File: config.mk
export PLATFORM = sky130hd
export DESIGN_NAME = demux_stream_1ton
export DESIGN_NICKNAME = d
export VERILOG_FILES = /design/src/rtl/demux_pkg.sv /design/src/rtl/demux_out_slot.sv /design/src/rtl/demux_stream_1ton.sv
export SDC_FILE = /design/constraint.sdc
export NUM_CORES = 1
export LEC_CHECK = 0
export ABC_AREA = 1
export CORE_MARGIN = 5
export CORE_UTILIZATION = 40
export DETAILED_ROUTE_END_ITERATION = 16
export GPL_ROUTABILITY_DRIVEN = 0
export PLACE_DENSITY = 0.73
export SLEW_MARGIN = 20
export SYNTH_ARGS = -nofsm -noshare
export SYNTH_HDL_FRONTEND = slang
export SYNTH_SLANG_ARGS = --single-unit
File: constraint.sdc
create_clock -name clk -period 5.3 [get_ports clk]
set_input_delay 1.06 -clock clk [delete_from_list [all_inputs] [get_ports clk]]
set_output_delay 1.06 -clock clk [all_outputs]
set_load 0.01 [all_outputs]
File: src/rtl/demux_pkg.sv
// Shared definitions for the 1-to-N stream demultiplexer.
package demux_pkg;

  localparam int unsigned DEMUX_MAX_CHANNELS = 256;

  // Index width for n channels, never narrower than one bit.
  function automatic int unsigned selW(input int unsigned n);
    return (n > 1) ? $clog2(n) : 1;
  endfunction

endpackage

File: src/rtl/demux_out_slot.sv
// One-entry output register for a single demux channel.
module demux_out_slot #(
  parameter int unsigned WIDTH = 8
) (
  input  logic             clk,
  input  logic             rstN,
  input  logic             load,
  input  logic [WIDTH-1:0] din,
  input  logic             outReady,
  output logic             outValid,
  output logic [WIDTH-1:0] dout,
  output logic             free
);

  logic             valid_q, valid_d;
  logic [WIDTH-1:0] data_q, data_d;

  // A load wins over a drain in the same cycle; data is never zeroed on drain.
  always_comb begin
    valid_d = valid_q;
    data_d  = data_q;
    if (load) begin
      valid_d = 1'b1;
      data_d  = din;
    end else if (valid_q && outReady) begin
      valid_d = 1'b0;
    end
  end

  // Slot state register with synchronous active-low reset.
  always_ff @(posedge clk) begin
    if (!rstN) begin
      valid_q <= 1'b0;
      data_q  <= '0;
    end else begin
      valid_q <= valid_d;
      data_q  <= data_d;
    end
  end

  assign outValid = valid_q;
  assign dout     = data_q;
  assign free     = !valid_q || outReady;

endmodule

File: src/rtl/demux_stream_1ton.sv
// Registered 1-to-N stream demultiplexer with per-channel back-pressure.
// Optional broadcast mode enabled by defining DEMUX_STREAM_BROADCAST_EN.
module demux_stream_1ton
  import demux_pkg::*;
#(
  parameter int unsigned WIDTH    = 8,
  parameter int unsigned CHANNELS = 8,
  parameter int unsigned SEL_W    = selW(CHANNELS)
) (
  input  logic                      clk,
  input  logic                      rstN,
  input  logic                      inValid,
  output logic                      inReady,
  input  logic [WIDTH-1:0]          dataIn,
  input  logic [SEL_W-1:0]          selectLine,
`ifdef DEMUX_STREAM_BROADCAST_EN
  input  logic                      bcast,
`endif
  output logic [CHANNELS-1:0]       outValid,
  input  logic [CHANNELS-1:0]       outReady,
  output logic [CHANNELS*WIDTH-1:0] dataOut,
  output logic                      badSelect
);

  logic [CHANNELS-1:0] free;
  logic [CHANNELS-1:0] load;
  logic                sel_in_range;
  logic                sel_free;
  logic                in_ready_c;
  logic                accept;
  logic                is_bcast;
  logic                bad_select_q, bad_select_d;

`ifdef DEMUX_STREAM_BROADCAST_EN
  assign is_bcast = bcast;
`else
  assign is_bcast = 1'b0;
`endif

  // Select decode and ready mux; independent of inValid to avoid a loop to the producer.
  always_comb begin
    sel_in_range = 32'(selectLine) < CHANNELS;
    sel_free     = 1'b0;
    for (int unsigned k = 0; k < CHANNELS; k++) begin
      if (selectLine == SEL_W'(k)) sel_free = free[k];
    end
    if (is_bcast) begin
      in_ready_c = &free;
    end else if (sel_in_range) begin
      in_ready_c = sel_free;
    end else begin
      in_ready_c = 1'b1;
    end
  end

  assign inReady = in_ready_c;
  assign accept  = inValid && in_ready_c;

  // Per-channel load strobes; out-of-range words load nothing.
  always_comb begin
    load = '0;
    for (int unsigned k = 0; k < CHANNELS; k++) begin
      load[k] = accept && (is_bcast || (sel_in_range && (selectLine == SEL_W'(k))));
    end
    bad_select_d = accept && !is_bcast && !sel_in_range;
  end

  // One-cycle pulse flagging a dropped out-of-range word.
  always_ff @(posedge clk) begin
    if (!rstN) bad_select_q <= 1'b0;
    else       bad_select_q <= bad_select_d;
  end

  assign badSelect = bad_select_q;

  for (genvar k = 0; k < CHANNELS; k++) begin : g_slot
    demux_out_slot #(.WIDTH(WIDTH)) u_slot (
      .clk      (clk),
      .rstN     (rstN),
      .load     (load[k]),
      .din      (dataIn),
      .outReady (outReady[k]),
      .outValid (outValid[k]),
      .dout     (dataOut[k*WIDTH +: WIDTH]),
      .free     (free[k])
    );
  end

endmodule

==> impl_metrics.ini, run 1 <==
[worst_setup_path]
worstPathRequired_ns = 4.24
worst_ep_arrival_time_ns = 3.24
startpoint_type = input port
cp_max_fo = 11
cp-end-kind = output port
path_class = input port to output port

[route]
drt-total-wl_um = 9580
drt-initial-drc-count = 163
antenna_left = 0
firstDrtPassIters = 4
vias = 3354
vias_per_cell = 4.66
drc = 0
wire_per_inst_um = 13.3

[global_routing]
grt_pass1_wl_um = 16200
grt_max_degree = 64
grt_pass1_vias = 3246
track_usage_pct = 18.2
grt-ovfl-total = 0
antenna_found_initial = 0

[finish]
num-nets-final = 629
area_growth_pct = 31.6
drive_gt1_share_pct = 5.72
fin_area_um2 = 4650
nFillCells = 904
diodes = 0
final_core_util_pct = 53.5

[clocking]
cts_made_buffers = 9
path_clk_slew_ns = 0.09
cts_setup_buffers = 0
cts_root_buffer = clkbuf_8
clk_latency_ns = 0.36
clkSinkCount = 72
ctsHoldBuffers = 0
clk_path_buf_depth = 2
htreeDepth = 3
cts-resized-gates = 0
cts_tree = built

[synthesis]
netlist_area_um2 = 3530
seq_area_frac_synth_pct = 40.8
synth_mux_area_share_pct = 0
synth_compound_area_share_pct = 3.90
synthAdderAreaFrac_pct = 0
syn_nets = 555
synth_commonest_cells = inv_1, nand2_1, dfxtp_1
ys_types = 23
synth_top_family_by_area = simple AND/OR/NAND/NOR gates
async_reset_ff_share_pct = 0
synth_area_leader_cell = dfxtp_1
ys_warn_count = 0
ys_ff_latch = 72
synthCells = 533
synth.top_cell.area_share_pct = 40.8
yosys.area_share.simple_pct = 34.7
avgSynthCellArea_um2 = 6.62
synth-edff-count = 0
yosys.cell_count.top_type = inv_1
ys.flop_type = dfxtp_1
synth_xor_area_share_pct = 0
synth_area_leaders = dfxtp_1, inv_1, nand2_1

[sta]
relSlewSlack_pct = 28.7
finalSetupViolCount = 0
worst_slack_ns = 0.998
fin_skew_ns = 0.0129
fin_tns_setup_ns = 0
hold_viol = 0
max_slew.worst_pin.slew_ns = 1.06
period_needed_ns = 4.30
rsz0062_at_grt = false
fmax_mhz = 232
drv_slew = 0
fin_crit_sh_pct = 81.2

[die]
ios = 96
dieArea_um2 = 10800
die_h_um = 104
row_count = 34
core_area_um2 = 8680
die_x_um = 104
start_util_pct = 40.7

[flow_run]
drv_cap = 0

[place]
place_area_um2 = 4420
portBuffers = 94
hpwl_um = 6660
place_ws_ns = 1.01

[pwr]
cellLeakagePower_uw = 0.00208
power_density_nw_per_um2 = 266
power_uw = 1240
irDropWorstVdd_uv = 148

[hold_path]
hp-class = register to register

[run_status]
status = complete, no violations
==> where the power goes <==
group | switching, uW | internal [uW] | total (uW) | leakage (uW)
Combinational | 110 | 71.7 | 181 | 0.00139
Clock | 219 | 268 | 487 | 0.000107
Sequential | 9.05 | 558 | 567 | 0.000583
Total | 338 | 897 | 1240 | 0.00208
==> cells by family (layout without fill, tap and decap cells) <==
group	Yosys count	count (layout)
AO/OA/AOI/OAI	27	27
buffers and inverters	173	252
other	1	1
flip-flops	72	72
AND/OR/NAND/NOR	260	260
==> through the flow <==
stage | instances | hold slack, ns
6_report | 720 | 0.508
5_1_grt | 720 | 0.538
4_1_cts | 720 | 0.512
3_5_place_dp | 704 | 0.497
3_3_place_gp | 704 | 0.493
2_1_floorplan | 533 | 0.457
==> cells in the final DEF (no fill, tap or decap), types with 4 or more instances in the layout <==
| cell | Yosys | final |
|---|---|---|
| inv_1 | 127 | 127 |
| nand2_1 | 122 | 122 |
| clkdlybuf4s50_1 | 0 | 92 |
| dfxtp_1 | 72 | 72 |
| nor2_1 | 63 | 63 |
| nand4_1 | 57 | 57 |
| a21oi_1 | 16 | 16 |
| o21ai_0 | 10 | 10 |
| clkbuf_8 | 0 | 9 |
| clkinv_1 | 8 | 8 |
| nand3_1 | 5 | 5 |
| inv_2 | 4 | 4 |
| nand3_2 | 4 | 4 |
==> area by class of cell <==
type	instances	area, um^2	share of cell area, %
clock buffers	10	128	2.75
well taps	108	135	2.91
repair buffers	97	953	20.5
inverters	139	522	11.2
flip-flops and latches	72	1440	31.0
multi-input cells	288	1370	29.5
clock inverters	6	93.8	2.02
==> per-layer routing <==
metal  global-route usage, %  wire (um)
met1                    22.8       4230
met2                    29.7       4580
met3                    5.83        696
met4                    5.74         71
met5                       0          0
==> path summary, 6_finish.rpt <==
| path | start | to | slack [ns] | cells after the start |
|---|---|---|---|---|
| min | g_slot[1].u_slot.outValid | g_slot[1].u_slot.outValid | 0.51 | 2 |
| max | selectLine[1] | inReady | 1.0 | 6 |
| max reg2reg | g_slot[1].u_slot.outValid | g_slot[4].u_slot.dout[0] | 3.15 | 12 |
| min reg2reg | g_slot[1].u_slot.outValid | g_slot[1].u_slot.outValid | 0.51 | 2 |
==> sequential cells by signal, summed over array words and instances (netlist names) <==
signal,cells
g_slot.u_slot.dout,64
g_slot.u_slot.outValid,8
==> worst max-delay path, stage by stage <==
cell and delay [ns]:
clkdlybuf4s50_1 0.61, nor3_2 0.62, nand3_1 0.14, nand2_1 0.11, nand4_1 0.16, clkdlybuf4s50_1 0.53
(Power assumes the default switching activity.)
==> inputs of run 2 (changes only) <==
Clock period 5.3 ns to 4.05 ns, I/O delays scaled along.
==> run 2 against run 1 <==
First-iteration DRC count decreased by 3.1%. Sequential power increased by 31%. Sequential share of layout area is 0.24 points higher. Setup slack got worse by 0.43 ns. Critical path type unchanged. Critical endpoint unchanged. Largest cell class unchanged.
==> impl_metrics.ini, run 2 (synthesis gave the netlist of run 1 again) <==
[clocking]
path_clk_slew_ns = 0.07
clk_latency_ns = 0.34
cts-resized-gates = 0
cts_setup_buffers = 0
clk_path_buf_depth = 2
cts_root_buffer = clkbuf_8
htreeDepth = 3
cts_tree = built
ctsHoldBuffers = 0
cts_made_buffers = 9
clkSinkCount = 72

[flow_run]
drv_cap = 0

[worst_setup_path]
worst_ep_arrival_time_ns = 2.67
cp-end-kind = output port
path_class = input port to output port
startpoint_type = input port
worstPathRequired_ns = 3.24
cp_max_fo = 10

[route]
drt-initial-drc-count = 158
drt-total-wl_um = 9670
drc = 0
vias = 3382
wire_per_inst_um = 13.4
vias_per_cell = 4.68
firstDrtPassIters = 4
antenna_left = 0

[sta]
fin_tns_setup_ns = 0
worst_slack_ns = 0.566
fin_crit_sh_pct = 86.0
drv_slew = 0
max_slew.worst_pin.slew_ns = 0.658
fmax_mhz = 287
period_needed_ns = 3.48
fin_skew_ns = 0.0101
rsz0062_at_grt = false
relSlewSlack_pct = 56.2
hold_viol = 0
finalSetupViolCount = 0

[die]
die_h_um = 104
row_count = 34
core_area_um2 = 8680
ios = 96
dieArea_um2 = 10800
start_util_pct = 40.7
die_x_um = 104

[run_status]
status = complete, no violations

[hold_path]
hp-class = register to register

[global_routing]
grt_pass1_vias = 3246
grt_max_degree = 64
grt-ovfl-total = 0
track_usage_pct = 18.0
antenna_found_initial = 0
grt_pass1_wl_um = 16000

[finish]
final_cell_mix = inv_1, nand2_1, clkdlybuf4s50_1
fin_cells = 723
num-nets-final = 634
drive_gt1_share_pct = 5.69
diodes = 0
fin_area_um2 = 4610
final_core_util_pct = 53.1
area_growth_pct = 30.6
largest_register_ffs = 64
final_common_cell = inv_1

[place]
place_ws_ns = 0.556
portBuffers = 94
hpwl_um = 6700
placed_cells = 709
place_area_um2 = 4460

[pwr]
cellLeakagePower_uw = 0.00208
irDropWorstVdd_uv = 152
power_density_nw_per_um2 = 318
[run 2: power by group]
group / switching (uW) / internal, uW
logic: 144 / 96.0
clock network: 250 / 233
registers: 12.0 / 730
[run 2: path summary, 6_finish.rpt]
check | start | endpoint | slack, ns | depth (start not counted)
setup / recovery | selectLine[1] | inReady | 0.57 | 8
hold / removal | g_slot[1].u_slot.dout[0] | g_slot[1].u_slot.dout[0] | 0.51 | 4
hold reg to reg | g_slot[1].u_slot.dout[0] | g_slot[1].u_slot.dout[0] | 0.51 | 4
setup reg to reg | g_slot[2].u_slot.outValid | g_slot[6].u_slot.dout[4] | 2.00 | 12
[run 2: worst max-delay path: stages]
cell and delay (ns):
clkdlybuf4s50_1 0.70, nand3_1 0.14, inv_2 0.16, a21oi_1 0.08
nand2_1 0.07, nand2_1 0.05, nand4_1 0.10, clkdlybuf4s50_1 0.56
[run 2: per-stage QoR]
| step | hold WS [ns] | power, uW |
|---|---|---|
| 3_5_place_dp | 0.500 | 998 |
| 5_1_grt | 0.535 | 1530 |
| 6_report | 0.510 | 1460 |
| 2_1_floorplan | 0.457 | 909 |
| 4_1_cts | 0.513 | 1480 |
| 3_3_place_gp | 0.493 | 993 |
[run 2: routing by layer]
| metal | vias up | GRT usage (%) | share of wire [%] |
|---|---|---|---|
| met5 | - | 0 | 0 |
| met4 | 0 | 7.86 | 2.8 |
| met3 | 24 | 4.84 | 8.0 |
| met2 | 129 | 28.6 | 46 |
| met1 | 1479 | 22.8 | 43 |
| li1 | 1750 | - | - |
[run 2: layout make-up]
type	instances	area, um^2
Sequential cell	72	1440
Timing Repair Buffer	102	991
Clock inverter	1	5.00
Inverter	139	522
Clock buffer	13	149
Multi-Input combinational cell	288	1370
Fill cell	893	4070
Tap cell	108	135
==> RTL change 1: new RTL, flow settings as in run 1 <==
Build with the macro `DEMUX_STREAM_BROADCAST_EN` defined.
--- a/src/rtl/demux_stream_1ton.sv
+++ b/src/rtl/demux_stream_1ton.sv
@@ -1,5 +1,7 @@
 // Registered 1-to-N stream demultiplexer with per-channel back-pressure.
 // Optional broadcast mode enabled by defining DEMUX_STREAM_BROADCAST_EN.
+`define DEMUX_STREAM_BROADCAST_EN
+
 module demux_stream_1ton
   import demux_pkg::*;
 #(
Ports: changed (added bcast); port bits go from 96 to 97. The function was not compared with the original's and may differ.
==> RTL change 1 against run 1 <==
  * Worst setup slack better by 0.055 ns
  * Global-route usage down 0.64 points
  * Die area down 4.1%
  * Sequential cell count did not move
  * Final area fell by 5.1%
  * Via count shrank 9.2%
  * Synthesized area is 4.6% lower
  * Power increased by 15%
  * Wire length shrank 7.4%
  * Largest cell class unchanged
  * Highest routed layer unchanged
==> RTL change 1: results (changes against run 1) <==
Worst setup path
The worst reg-to-reg setup slack is 3.38 ns (+0.23 ns). The startpoint identified for the worst register-to-register timing path is g_slot[6].u_slot.outValid. The largest stage delay on the critical path is 0.59 ns (-0.03 ns). Tracing the worst setup path back leads to its startpoint at selectLine[2]. The depth of the worst register-to-register path is 9 (-3).

The worst register-to-register path ends at g_slot[3].u_slot.dout[1].

Synthesis
The fraction of the yosys area taken by sequential cells is 42.8% (+2.0 points). The commonest cells after synthesis are nand2_1 (138), nor2_1 (137), inv_1 (79). Yosys attributes the largest share of cell area to dfxtp_1 (43%), nand2_1 (15%), nor2_1 (15%), inv_1 (8.8%), buf_6 (2.7%). The net count of the mapped netlist is 526 (-5.2%).

Pwr
The leakage power summed over all cells was 2.16 nW (+4.2%). The maximum vdd drop is 180 µV (+22%).

CTS
The insertion delay to the later sink of the worst-skew pair is 0.34 ns (-0.02 ns). The clock input transition at the sequential cells of the worst setup and hold paths is 0.07 ns (-0.02 ns).

Global route
The met3 usage is 3.65% (-2.2 points). The number of global-route vias before repair was 2850 (-12%). The pin count of the biggest net entering global routing is 37 (-42%). The met2 capacity usage during global routing is 29.1% (-0.62 points).

The global-route total usage across every layer came to 17.5% (-0.64 points).

Layout
The relative area change from synthesis to final layout is 30.8%. The share of layout cells above drive strength 1 is 6.87% (+1.2 points). The count of nets after finishing is 600 (-4.6%).

Worst hold path
In this run the most critical hold path is launched from g_slot[1].u_slot.dout[3]. The end of the worst hold path is g_slot[1].u_slot.dout[3].

Routing
The post-detailed-routing wire length is 8880 µm (-7.4%). The routed wire length on met3 is 639 µm (-8.2%). The number of DRC markers in iteration 0 is 84 (-48%).

The via-per-instance ratio is 4.43 (-4.8%). The total length of routed met2 wires came to 4250 µm (-7.4%).

STA
The final clock period utilization by the worst path is 80.1% (-1.0 points). The clock skew after layout came to 0.00839 ns (-0.00449 ns).

Placement
The estimated wirelength of the detail-placed design is 6230 µm (-6.5%). The number of port buffers is 95 (+1.1%).

Status
The run finished with clean final reports.
## RTL change 1: cell count changes after synthesis, sizes merged, moves of 4 or more
| cell | change |
|---|---|
| a21oi | -7 |
| clkinv | -8 |
| inv | -51 |
| nand2 | +25 |
| nand3 | -4 |
| nand4 | -46 |
| nor2 | +75 |
| nor3 | -5 |
| o21ai | -9 |
## RTL change 1: area by class of cell
class / instances / area (µm²)
fill: 824 / 3810
sequential: 72 / 1440
multi-input combinational: 318 / 1360
timing repair buffer: 96 / 953
inverter: 80 / 300
clock buffer: 10 / 138
tap: 105 / 131
clock inverter: 6 / 82.6
## RTL change 1: logic make-up (layout without fill, tap and decap cells)
kind of cell	count (synthesis)	in the layout	synth area share, %
AOI/OAI and AO/OA	10	10	1.82
buffers and inverters	113	192	16.9
DFF	72	72	42.8
other	1	1	0.111
and+or+nand+nor	307	307	38.4
## RTL change 1: per-stage QoR
step                      cell area, µm²  hold WS (ns)  cells  power, mW  utilization (%)
after floorplan                     3370         0.474    503      0.820                -
after global placement              4190         0.498    671      0.947             51.0
after detailed placement            4190         0.500    671      0.956             51.0
after CTS                           4410         0.514    687       1.43             53.6
after global routing                4410         0.551    687       1.49             53.6
final                               4410         0.511    687       1.42             53.6
## RTL change 1: tightest hold or removal path, cell delays in order (launching register included)
cell,delay [ns]
dfxtp_1,0.31
inv_1,0.05
nand2_1,0.04
nand2_1,0.05
nor2_1,0.03
## RTL change 1: power by group
group	switching, mW	total (mW)	internal (mW)
clock network	0.199	0.474	0.275
logic	0.172	0.322	0.150
registers	0.0277	0.619	0.591
total	0.399	1.42	1.02
==> RTL change 2: new RTL, config.mk and constraints of run 1 <==
Made on the original files. `data_q` no longer has a reset.
--- a/src/rtl/demux_out_slot.sv
+++ b/src/rtl/demux_out_slot.sv
@@ -31,11 +31,13 @@
   always_ff @(posedge clk) begin
     if (!rstN) begin
       valid_q <= 1'b0;
-      data_q  <= '0;
     end else begin
       valid_q <= valid_d;
-      data_q  <= data_d;
     end
+  end
+
+  always_ff @(posedge clk) begin
+    data_q <= data_d;
   end
 
   assign outValid = valid_q;
Behaviour: not the same (Yosys sat finds a counterexample within 4 cycles, from zero or initial values and one cycle with rstN low).
==> RTL change 2 against run 1 <==
  * Worst setup slack better by 0.31 ns
  * Utilization is 5.2 points higher
  * Power is 12% lower
  * Synthesized cell count is 69% lower
  * Global-route usage is 4.4 points lower
  * Sequential cell count stayed put
  * Wire length is 44% lower
  * Synthesized area is 28% lower
  * Combinational power is 60% lower
  * Final area is 21% lower
==> RTL change 2: results (changes against run 1) <==
Worst setup path
The biggest fanout along the worst timing path was 8 (-3). The data arrival time of the critical path was 2.93 ns (-0.31 ns). The depth of the worst register-to-register path came to 9 (-3).

STA
The post-route setup TNS is 0 ns (unchanged). The clock skew after layout is 0.00854 ns (-0.00435 ns).

Layout
The share of layout cells above drive strength 1 came to 9.43% (+3.7 points). The final cell count without fillers is 342 (-53%). The antenna diode count is 0 (unchanged). The flip-flop count of the largest register, all copies and words added was 64 (unchanged).

The count of nets after finishing is 282 (-55%).

Status
The run finished with clean final reports.

CTS
The number of buffers added to fix hold violations after cts is 0 (unchanged). The insertion delay to the later sink of the worst-skew pair is 0.33 ns (-0.03 ns). The number of gates given a new drive strength after cts is 0 (unchanged). The master cell of the clock root buffer is clkbuf_8. The total number of H-tree levels is 3 (unchanged). The clock input transition at the sequential cells of the worst setup and hold paths is 0.08 ns. The total setup buffers inserted after CTS was 0 (unchanged). The number of buffers created by CTS came to 9 (unchanged). The maximum count of clock buffers along a single path is 2 (unchanged).

Synthesis
Ranked by instance count, the synthesized netlist is headed by edfxtp_1 (64), inv_1 (29), nand2_1 (14). The number of enable flip-flop cells after synthesis is 64 (+64). The number of warning messages in the yosys log is 0 (unchanged). The async set or reset register ratio after synthesis came to 0% (unchanged).

The unique cell type count in the Yosys netlist is 18 (-22%). In the synthesized netlist the dominant register cell turns out to be edfxtp_1. The mean post-synth cell area is 15.4 µm² (+130%).

Ranked by total cell area, the synthesized netlist is headed by edfxtp_1 (76%), dfxtp_1 (6.3%), inv_1 (4.3%), buf_4 (2.7%), nand2_1 (2.1%). The net count of the mapped netlist is 187 (-66%). The fraction of the yosys area taken by sequential cells is 81.9% (+41 points).

Routing
The number of DRC markers in iteration 0 is 47 (-71%). The via-per-instance ratio is 4.53 (-2.8%). The post-detailed-routing wire length was 5390 µm (-44%). The number of iterations in the first detailed-routing pass is 4 (unchanged).

Worst hold path
The worst hold path belongs to the class register to register. The number of instances on the worst hold path was 2 (unchanged).

Global route
The pin count of the biggest net entering global routing is 15 (-77%). The global-route total usage across every layer is 13.8% (-4.4 points). The initial antenna violation count is 0 (unchanged). The wire length of the first global-routing pass was 8570 µm (-47%). The number of global-route vias before repair is 1615 (-50%).

Pwr
The leakage power summed over all cells came to 1.38 nW (-34%). The maximum vdd drop was 141 µV (-4.9%).

Placement
The number of instances in the placed design came to 326 (-54%). The estimated wirelength of the detail-placed design is 3930 µm (-41%). The number of port buffers is 94 (unchanged).
==> RTL change 2: cell count changes after synthesis, moves of 50 or more <==
cell             run 1  this run
dfxtp_1             72         8
inv_1              127        29
edfxtp_1             0        64
nand4_1             57         7
nor2_1              63         7
nand2_1            122        14
==> RTL change 2: worst paths after layout <==
path	from	end	slack [ns]
hold / removal	g_slot[4].u_slot.outValid	g_slot[4].u_slot.outValid	0.49
setup reg to reg	g_slot[0].u_slot.outValid	g_slot[5].u_slot.dout[2]	3.58
setup / recovery	selectLine[1]	inReady	1.31
hold reg to reg	g_slot[4].u_slot.outValid	g_slot[4].u_slot.outValid	0.49
==> RTL change 2: layer usage <==
| layer | vias up | routed length (µm) | GRT usage [%] |
|---|---|---|---|
| li1 | 745 | - | - |
| met1 | 707 | 2330 | 16.7 |
| met2 | 85 | 2360 | 20.6 |
| met3 | 12 | 530 | 6.09 |
| met4 | 0 | 176 | 7.05 |
| met5 | - | 0 | 0 |
==> RTL change 2: cell type report <==
type	count	area, µm²
Clock buffer	9	124
Clock inverter	7	56.3
Fill cell	502	2590
Inverter	32	120
Multi-Input combinational cell	51	268
Sequential cell	72	2080
Tap cell	77	96.3
Timing Repair Buffer	94	941
==> RTL change 2: report_power, final <==
group	internal (mW)	switching, mW	leakage, nW
Sequential	0.628	0.00305	0.644
Clock	0.173	0.205	0.0898
Combinational	0.0361	0.0369	0.646
==> RTL change 2: critical path, stage by stage <==
cell             delay [ns]
clkdlybuf4s50_1        0.52
nor3_1                 0.37
a21oi_1                0.08
nand2_1                0.08
nand2_1                0.08
nand3_4                0.10
nand2_1                0.06
inv_1                  0.05
clkdlybuf4s50_1        0.53
==> RTL change 2: stage by stage <==
step	worst slack (ns)	cell area, µm²	power, mW
3_3_place_gp	1.37	3510	0.716
3_5_place_dp	1.31	3510	0.718
5_1_grt	1.14	3690	1.13
4_1_cts	1.31	3690	1.10
2_1_floorplan	2.46	2540	0.672
6_report	1.31	3690	1.08
==> RTL change 2: cells by family (layout without fill, tap and decap cells) <==
group,after synthesis,count (layout),synth area share (%)
AO/OA/AOI/OAI,8,8,1.57
buffers and inverters,42,142,7.58
flip-flops,72,72,81.9
other,1,1,0.147
AND/OR/NAND/NOR,42,42,8.81
